`config.mk`:
```
export PLATFORM = sky130hd
export DESIGN_NAME = fsu_linear_ctrl
export DESIGN_NICKNAME = d
export VERILOG_FILES = /design/src/rtl/fsu_linear_ctrl.sv
export SDC_FILE = /design/constraint.sdc
export NUM_CORES = 1
export LEC_CHECK = 0
export BUFFER_PORTS_ARGS = -buffer_cell sky130_fd_sc_hd__buf_2
export CORE_MARGIN = 1.5
export CORE_UTILIZATION = 58
export CTS_BUF_LIST = sky130_fd_sc_hd__clkbuf_2 sky130_fd_sc_hd__clkbuf_4 sky130_fd_sc_hd__clkbuf_8
export CTS_CLUSTER_DIAMETER = 150
export DETAILED_ROUTE_END_ITERATION = 8
export GPL_TIMING_DRIVEN = 0
export PLACE_DENSITY = 0.79
export SYNTH_ARGS = -nofsm -noshare
export SYNTH_HDL_FRONTEND = slang
export SYNTH_SLANG_ARGS = --single-unit
```
`constraint.sdc`:
```
create_clock -name clk -period 1.56 [get_ports clk]
set_input_delay 0.234 -clock clk [delete_from_list [all_inputs] [get_ports clk]]
set_output_delay 0.234 -clock clk [all_outputs]
set_load 0.1 [all_outputs]
```
`src/rtl/fsu_linear_ctrl.sv`:
```
`default_nettype none
// ============================================================================
// Module : fsu_linear_ctrl
// Desc   : Frame sequencer for a folded linear layer: optional weight load,
//          partitioned bitstream run, adder-tree drain, double-buffered result.
//          Optional stall counter output: define FSU_LINEAR_CTRL_STALL_CNT_EN.
// Rev    : 1.0
// ============================================================================
module fsu_linear_ctrl #(
    parameter int FOLD = 1,
    parameter int CWID = 10,
    parameter int PWID = ($clog2(FOLD) < 2) ? 1 : $clog2(FOLD),
    parameter int LAT  = 2
) (
    input  logic            clk,
    input  logic            rst,
    input  logic            iValid,
    input  logic            iWLoad,
    output logic            iReady,
    output logic            oLoad,
    output logic [PWID-1:0] oPart,
    output logic            oClear,
    output logic            oSel,
    output logic            oValid,
    input  logic            oReady
`ifdef FSU_LINEAR_CTRL_STALL_CNT_EN
    ,
    output logic [15:0]     oStall
`endif
);

    typedef enum logic [2:0] {
        IDLE  = 3'd0,
        LOAD  = 3'd1,
        RUN   = 3'd2,
        DRAIN = 3'd3,
        DONE  = 3'd4
    } state_t;

    localparam logic [PWID-1:0] c_last_part  = PWID'(FOLD - 1);
    // Only reachable when LAT > 0, so the LAT = 0 wrap value is never compared.
    localparam logic [3:0]      c_last_drain = 4'(LAT - 1);

    state_t            r_state;
    state_t            w_next_state;
    logic [CWID-1:0]   r_cnt;
    logic [PWID-1:0]   r_part;
    logic [3:0]        r_drain;
    logic              r_sel;
    logic              w_cnt_last;
    logic              w_part_last;

    assign w_cnt_last  = &r_cnt;
    assign w_part_last = (r_part == c_last_part);

    always_comb begin
        w_next_state = r_state;
        iReady       = 1'b0;
        oLoad        = 1'b0;
        oClear       = 1'b0;
        oValid       = 1'b0;
        oPart        = r_part;
        oSel         = r_sel;
        case (r_state)
            IDLE: begin
                iReady = 1'b1;
                if (iValid)
                    w_next_state = iWLoad ? LOAD : RUN;
            end
            LOAD: begin
                oLoad        = 1'b1;
                w_next_state = RUN;
            end
            RUN: begin
                oClear = (r_cnt == '0) && (r_part == '0);
                if (w_cnt_last && w_part_last)
                    w_next_state = (LAT > 0) ? DRAIN : DONE;
            end
            DRAIN: begin
                // Keep the mux pointed at the last partition while the tree flushes.
                oPart = c_last_part;
                if (r_drain == c_last_drain)
                    w_next_state = DONE;
            end
            DONE: begin
                oValid = 1'b1;
                if (oReady)
                    w_next_state = IDLE;
            end
            default: w_next_state = IDLE;
        endcase
    end

    always_ff @(posedge clk) begin
        if (rst) begin
            r_state <= IDLE;
            r_cnt   <= '0;
            r_part  <= '0;
            r_drain <= '0;
            r_sel   <= 1'b0;
        end else begin
            r_state <= w_next_state;
            if (r_state == RUN) begin
                r_cnt <= r_cnt + 1'b1;
                if (w_cnt_last)
                    r_part <= w_part_last ? '0 : r_part + 1'b1;
            end
            if (r_state == DRAIN)
                r_drain <= r_drain + 1'b1;
            else
                r_drain <= '0;
            if ((r_state == DONE) && oReady)
                r_sel <= ~r_sel;
        end
    end

`ifdef FSU_LINEAR_CTRL_STALL_CNT_EN
    logic [15:0] r_stall;

    always_ff @(posedge clk) begin
        if (rst)
            r_stall <= '0;
        else if ((r_state == DONE) && !oReady && (r_stall != 16'hFFFF))
            r_stall <= r_stall + 16'd1;
    end

    assign oStall = r_stall;
`endif

endmodule
`default_nettype wire

```
# --- Word-level counts from Yosys, hierarchy flattened ---
# Cells that the tools add are included.
word_totals:
  reg_bits: 19
  input_bits: 5
  output_inout_bits: 6
  elab_cells: 41
op_classes:
  bitwise_logic: 3
  mux: 12
  n_reduce_logical: 9
  n_eq_ne: 9
  addsub: 3
op_table:
  columns: ["op", "count"]
  rows:
  - ["$pmux 3 s5", 1]
  - ["$mux 3", 4]
  - ["$reduce_and 11->1", 1]
  - ["$add 10x1->10 const B", 1]
  - ["$logic_not 10->1", 1]
  - ["$reduce_and 10->1", 1]
  - ["$ne 2x2->1 const B", 4]
  - ["$eq 3x2->1 const B", 2]
  - ["$mux 1", 6]
  - ["$add 4x1->4 const B", 1]
  - ["$eq 4x1->1 const B", 1]
  - ["$reduce_and 4->1", 1]
  - ["$eq 3x1->1 const B", 1]
  - ["$eq 3x3->1 const B", 1]
  - ["$logic_and 1x1->1", 3]
  - ["$logic_not 3->1", 1]
  - ["$not 1->1", 3]
  - ["$mux 2", 1]
  - ["$reduce_or 2->1", 1]
  - ["$add 1x1->1 const B", 1]

# --- Depth between registers and ports, before layout ---
depth:
  ltp_word: 4
  mapped_depth: 5
  ltp_nobuf: 5

# --- Worst setup path before layout ---
# No wires, ideal clock.
synth_timing:
  path_kind: "flip-flop to flip-flop"
  start: "register r_state[2]"
  end: "register r_state[2]"
  path_buffers: 1
  synth_period_minus_slack_ps: 3175
  setup_time_ps: 74
  slack_ps: -1615
  path_stages_with_launch: 5
  t_required_ps: 1486
  arrival_ps: 3101
  cell_sequence: "dfxtp_1 > clkbuf_1 > nor3b_1 > nand2b_1 > a21oi_1"
synth_between:
  elab_chain_len: 3
  word_cells_on_any_way: 11
  classes_between: "eq/ne (8); mux (1); reduce/logical (2)"
synth_rtl:
  columns: ["element", "line_no", "source"]
  rows:
  - ["start: declaration", "44", "state_t r_state;"]
  - ["start signal: assignment", "102", "r_state <= w_next_state;"]
  - ["$eq 3x2->1 (tied with other cells)", "64", "case (r_state)"]
  - ["$ne 2x2->1 (no line)", null, null]
  - ["$reduce_and 4->1 (no line)", null, null]
# Several ways; a longest one is shown, not always the timed one.
# A chain may end at the register's enable or synchronous reset.

# --- Final worst setup path ---
layout_timing:
  start: "register r_state[1]"
  end: "output port oClear"
layout_between:
  elab_chain_len: 2
layout_rtl:
  columns: ["element", "line_no", "source"]
  rows:
  - ["$eq 3x2->1", "64", null]
  - ["$mux 1", "64", null]
  - ["end: declaration", "22", "output logic oClear,"]
# Every way passes these cells.

==> results.sh <==
export IMPL_antenna_found_initial=0
export IMPL_fillCellCount=111
export IMPL_seq_power_share=0.499
export IMPL_grt_pass1_wl_mm=3.56
export IMPL_synth_fp_nets=111
export IMPL_grt_setup_unrepaired="true"
export IMPL_hp_class="in -> reg"
export IMPL_crit_path_end="oClear"
export IMPL_cts_clk_slew_worst_paths_ps=100
export IMPL_required_ps=1330
export IMPL_synth_top_area_frac=0.400
export IMPL_ant_nets=0
export IMPL_regToRegSetupSlack_ps=-130
export IMPL_critPathLaunchType="register"
export IMPL_end_kind="output port"
export IMPL_yosysWarnings=0
export IMPL_p_per_area_nw_per_um2=864
export IMPL_gp_congestion=0.754
export IMPL_setup_viol=6
export IMPL_clock_sinks=18
export IMPL_grt_pass1_vias=849
export IMPL_min_from="rst"
export IMPL_reg2reg_depth=4
export IMPL_async_flop_share=0
export IMPL_fin_crit_ps=1880
export IMPL_crit_fanout=4
export IMPL_tns_ps=-581
export IMPL_drv_cap=0
export IMPL_drive_gt1_frac=0.243
export IMPL_crit_type="reg -> out"
export IMPL_netSwitchingFraction=0.325
export IMPL_yosysUniqueCellTypes=33
export IMPL_num_antenna_cells=0
export IMPL_syn_cell_area_um2=901
export IMPL_layout_setup_ws_ps=-317
export IMPL_die_w_um=42.4
export IMPL_synth_area_leaders="dfxtp_1 40%, ha_1 5.6%, nor2_1 4.2%"
export IMPL_start_util=0.612
export IMPL_fmax_mhz=533
export IMPL_whs_ps=213
export IMPL_syn_to_final_growth_pct=24.9
export IMPL_die_h_um=42.4
export IMPL_synth_edf_count=0
export IMPL_p_switching_mw=0.316
export IMPL_vias=831
export IMPL_design_area_um2=1120
export IMPL_synthFlopType="dfxtp_1"
export IMPL_ir_worst_vdd_v=0.000596
export IMPL_synth_top_cell_by_area="dfxtp_1"
export IMPL_synthTopCellsByCount="18 x dfxtp_1, 10 x nor2_1, 7 x a21oi_1"
export IMPL_clockRootBuffer="clkbuf_4"
export IMPL_intPower_mw=0.656
export IMPL_p_leak_nw=0.406
export IMPL_ctsHoldBuffers=0
export IMPL_drt_total_wl_mm=2.09
export IMPL_clock_skew_final_ps=1.26
export IMPL_dp_cells=127
export IMPL_cts_tree="yes"
export IMPL_timing_rr_start="r_cnt[1]"
export IMPL_status="finished, violations left"
export IMPL_comb_power_share=0.261
export IMPL_die_area_um2=1800
export IMPL_final_util=0.764
export IMPL_ioPinCount=11
export IMPL_drtPass1Iterations=5
export IMPL_htree_levels=1
export IMPL_core_area_um2=1470
export IMPL_reg2reg_to="r_cnt[6]"
export IMPL_synth_most_common_cell="dfxtp_1"
export IMPL_clkLatencyLatePin_ps=290
export IMPL_grt_ovfl_total=0
export IMPL_pwr_share_clk=0.240
export IMPL_cts_buffers=3
export IMPL_yosysSeqAreaShare=0.400
export IMPL_finalHoldViolations=0
export IMPL_drc=0
export IMPL_synth_area_per_cell_um2=8.83
export IMPL_grt_max_degree=11
export IMPL_synth_seq_cells=18
export IMPL_stdcell_count=131
export IMPL_dp_final_hpwl_mm=1.26
export IMPL_crit_arrival_ps=1640
export IMPL_nets=126
export IMPL_syn_inst=102
export IMPL_clk_path_buf_depth=2
export IMPL_dpl_instance_area_um2=1020
export IMPL_first_iter_violations=29
export IMPL_grtUsageTotal=0.259
export IMPL_wire_per_inst_um=15.9
export IMPL_violations="setup timing"
export IMPL_via_per_inst=6.34
export IMPL_maxSlewViolCount=0
export IMPL_placement_rows=14
export IMPL_period_share=1.20
export IMPL_startpoint="r_state[1]"
export IMPL_port_buffers=9
## worst min path at each step
stage | to | slack [ps] | cells after the start
2_1_floorplan | r_state[1] | 300 | 1
3_3_place_gp | r_drain[0] | 450 | 1
3_5_place_dp | r_drain[0] | 460 | 1
4_1_cts | r_state[1] | 210 | 2
5_1_grt | r_state[1] | 240 | 2
6_report | r_state[1] | 210 | 2
## critical path, cell delays in order (launching register included)
cell and delay [ps]:
dfxtp_2 370, or3b_4 410, nor4_4 130, and4b_4 270, buf_12 170
## power by group through the flow
| stage | Sequential [mW] | Clock (mW) | Combinational (mW) |
|---|---|---|---|
| floorplan | 0.492 | 0 | 0.181 |
| finish | 0.485 | 0.233 | 0.254 |
| global route | 0.486 | 0.250 | 0.268 |
| detailed placement | 0.495 | 0 | 0.212 |
| global placement | 0.495 | 0 | 0.209 |
| CTS | 0.485 | 0.232 | 0.244 |
## layout by cell type (no fill, tap or decap), types with 2 or more instances in the layout
cell	n
a21oi_1	7
buf_12	3
buf_2	6
buf_4	4
clkbuf_4	3
dfxtp_1	17
ha_1	4
inv_1	4
mux2_2	2
nand2_1	3
nand3_1	4
nand4_1	2
nand4bb_1	3
nor2_1	10
nor2b_1	3
nor3_1	2
nor3b_4	2
nor4_1	2
o21ai_0	3
o31ai_1	2
or3_1	3
or4_1	3
xnor2_1	3
xor2_1	2
## per-layer routing
| metal | share of wire | global-route usage | vias to the layer above |
|---|---|---|---|
| met2 | 0.46 | 0.418 | 40 |
| met3 | 0.068 | 0.0603 | 15 |
| met4 | 0.040 | 0.144 | 0 |
| met5 | 0 | 0 | - |
| met1 | 0.43 | 0.315 | 383 |
| li1 | - | - | 393 |
## state kept, by name, indices dropped and copies added (netlist names)
name	cells
r_cnt	10
r_drain	4
oSel	1
r_state	3
## layout make-up
| class | count | area, um2 | area share |
|---|---|---|---|
| Sequential cell | 18 | 362 | 0.321 |
| Inverter | 4 | 15.0 | 0.0133 |
| Timing Repair Buffer | 11 | 108 | 0.0957 |
| Tap cell | 16 | 20.0 | 0.0178 |
| Multi-Input combinational cell | 74 | 557 | 0.495 |
| Clock buffer | 3 | 22.5 | 0.0200 |
| Buffer | 5 | 41.3 | 0.0367 |
## per-stage QoR
stage | worst slack [ps] | power, mW
6_report | -317 | 0.972
5_1_grt | -351 | 1.00
2_1_floorplan | -117 | 0.673
3_3_place_gp | -376 | 0.703
4_1_cts | -319 | 0.960
3_5_place_dp | -364 | 0.708
## kinds of logic (layout without fill, tap and decap cells)
group / Yosys count / after routing / share of synthesized area
other cells: 1 / 1 / 0.00416
compound gates: 14 / 14 / 0.0889
mux: 3 / 3 / 0.0361
xor+xnor: 5 / 5 / 0.0486
fa+ha+maj: 4 / 4 / 0.0556
buf+inv: 10 / 23 / 0.0486
simple gates: 47 / 47 / 0.318
flops: 18 / 18 / 0.400
## repair_timing
item,in CTS,in global routing
buffers inserted,2,0
endpoints found under the setup margin,8,8
gates resized for setup,13,4
pin swaps,1,1
endpoints found under the hold margin,0,0
No activity file was read; power rests on OpenSTA's default activity.
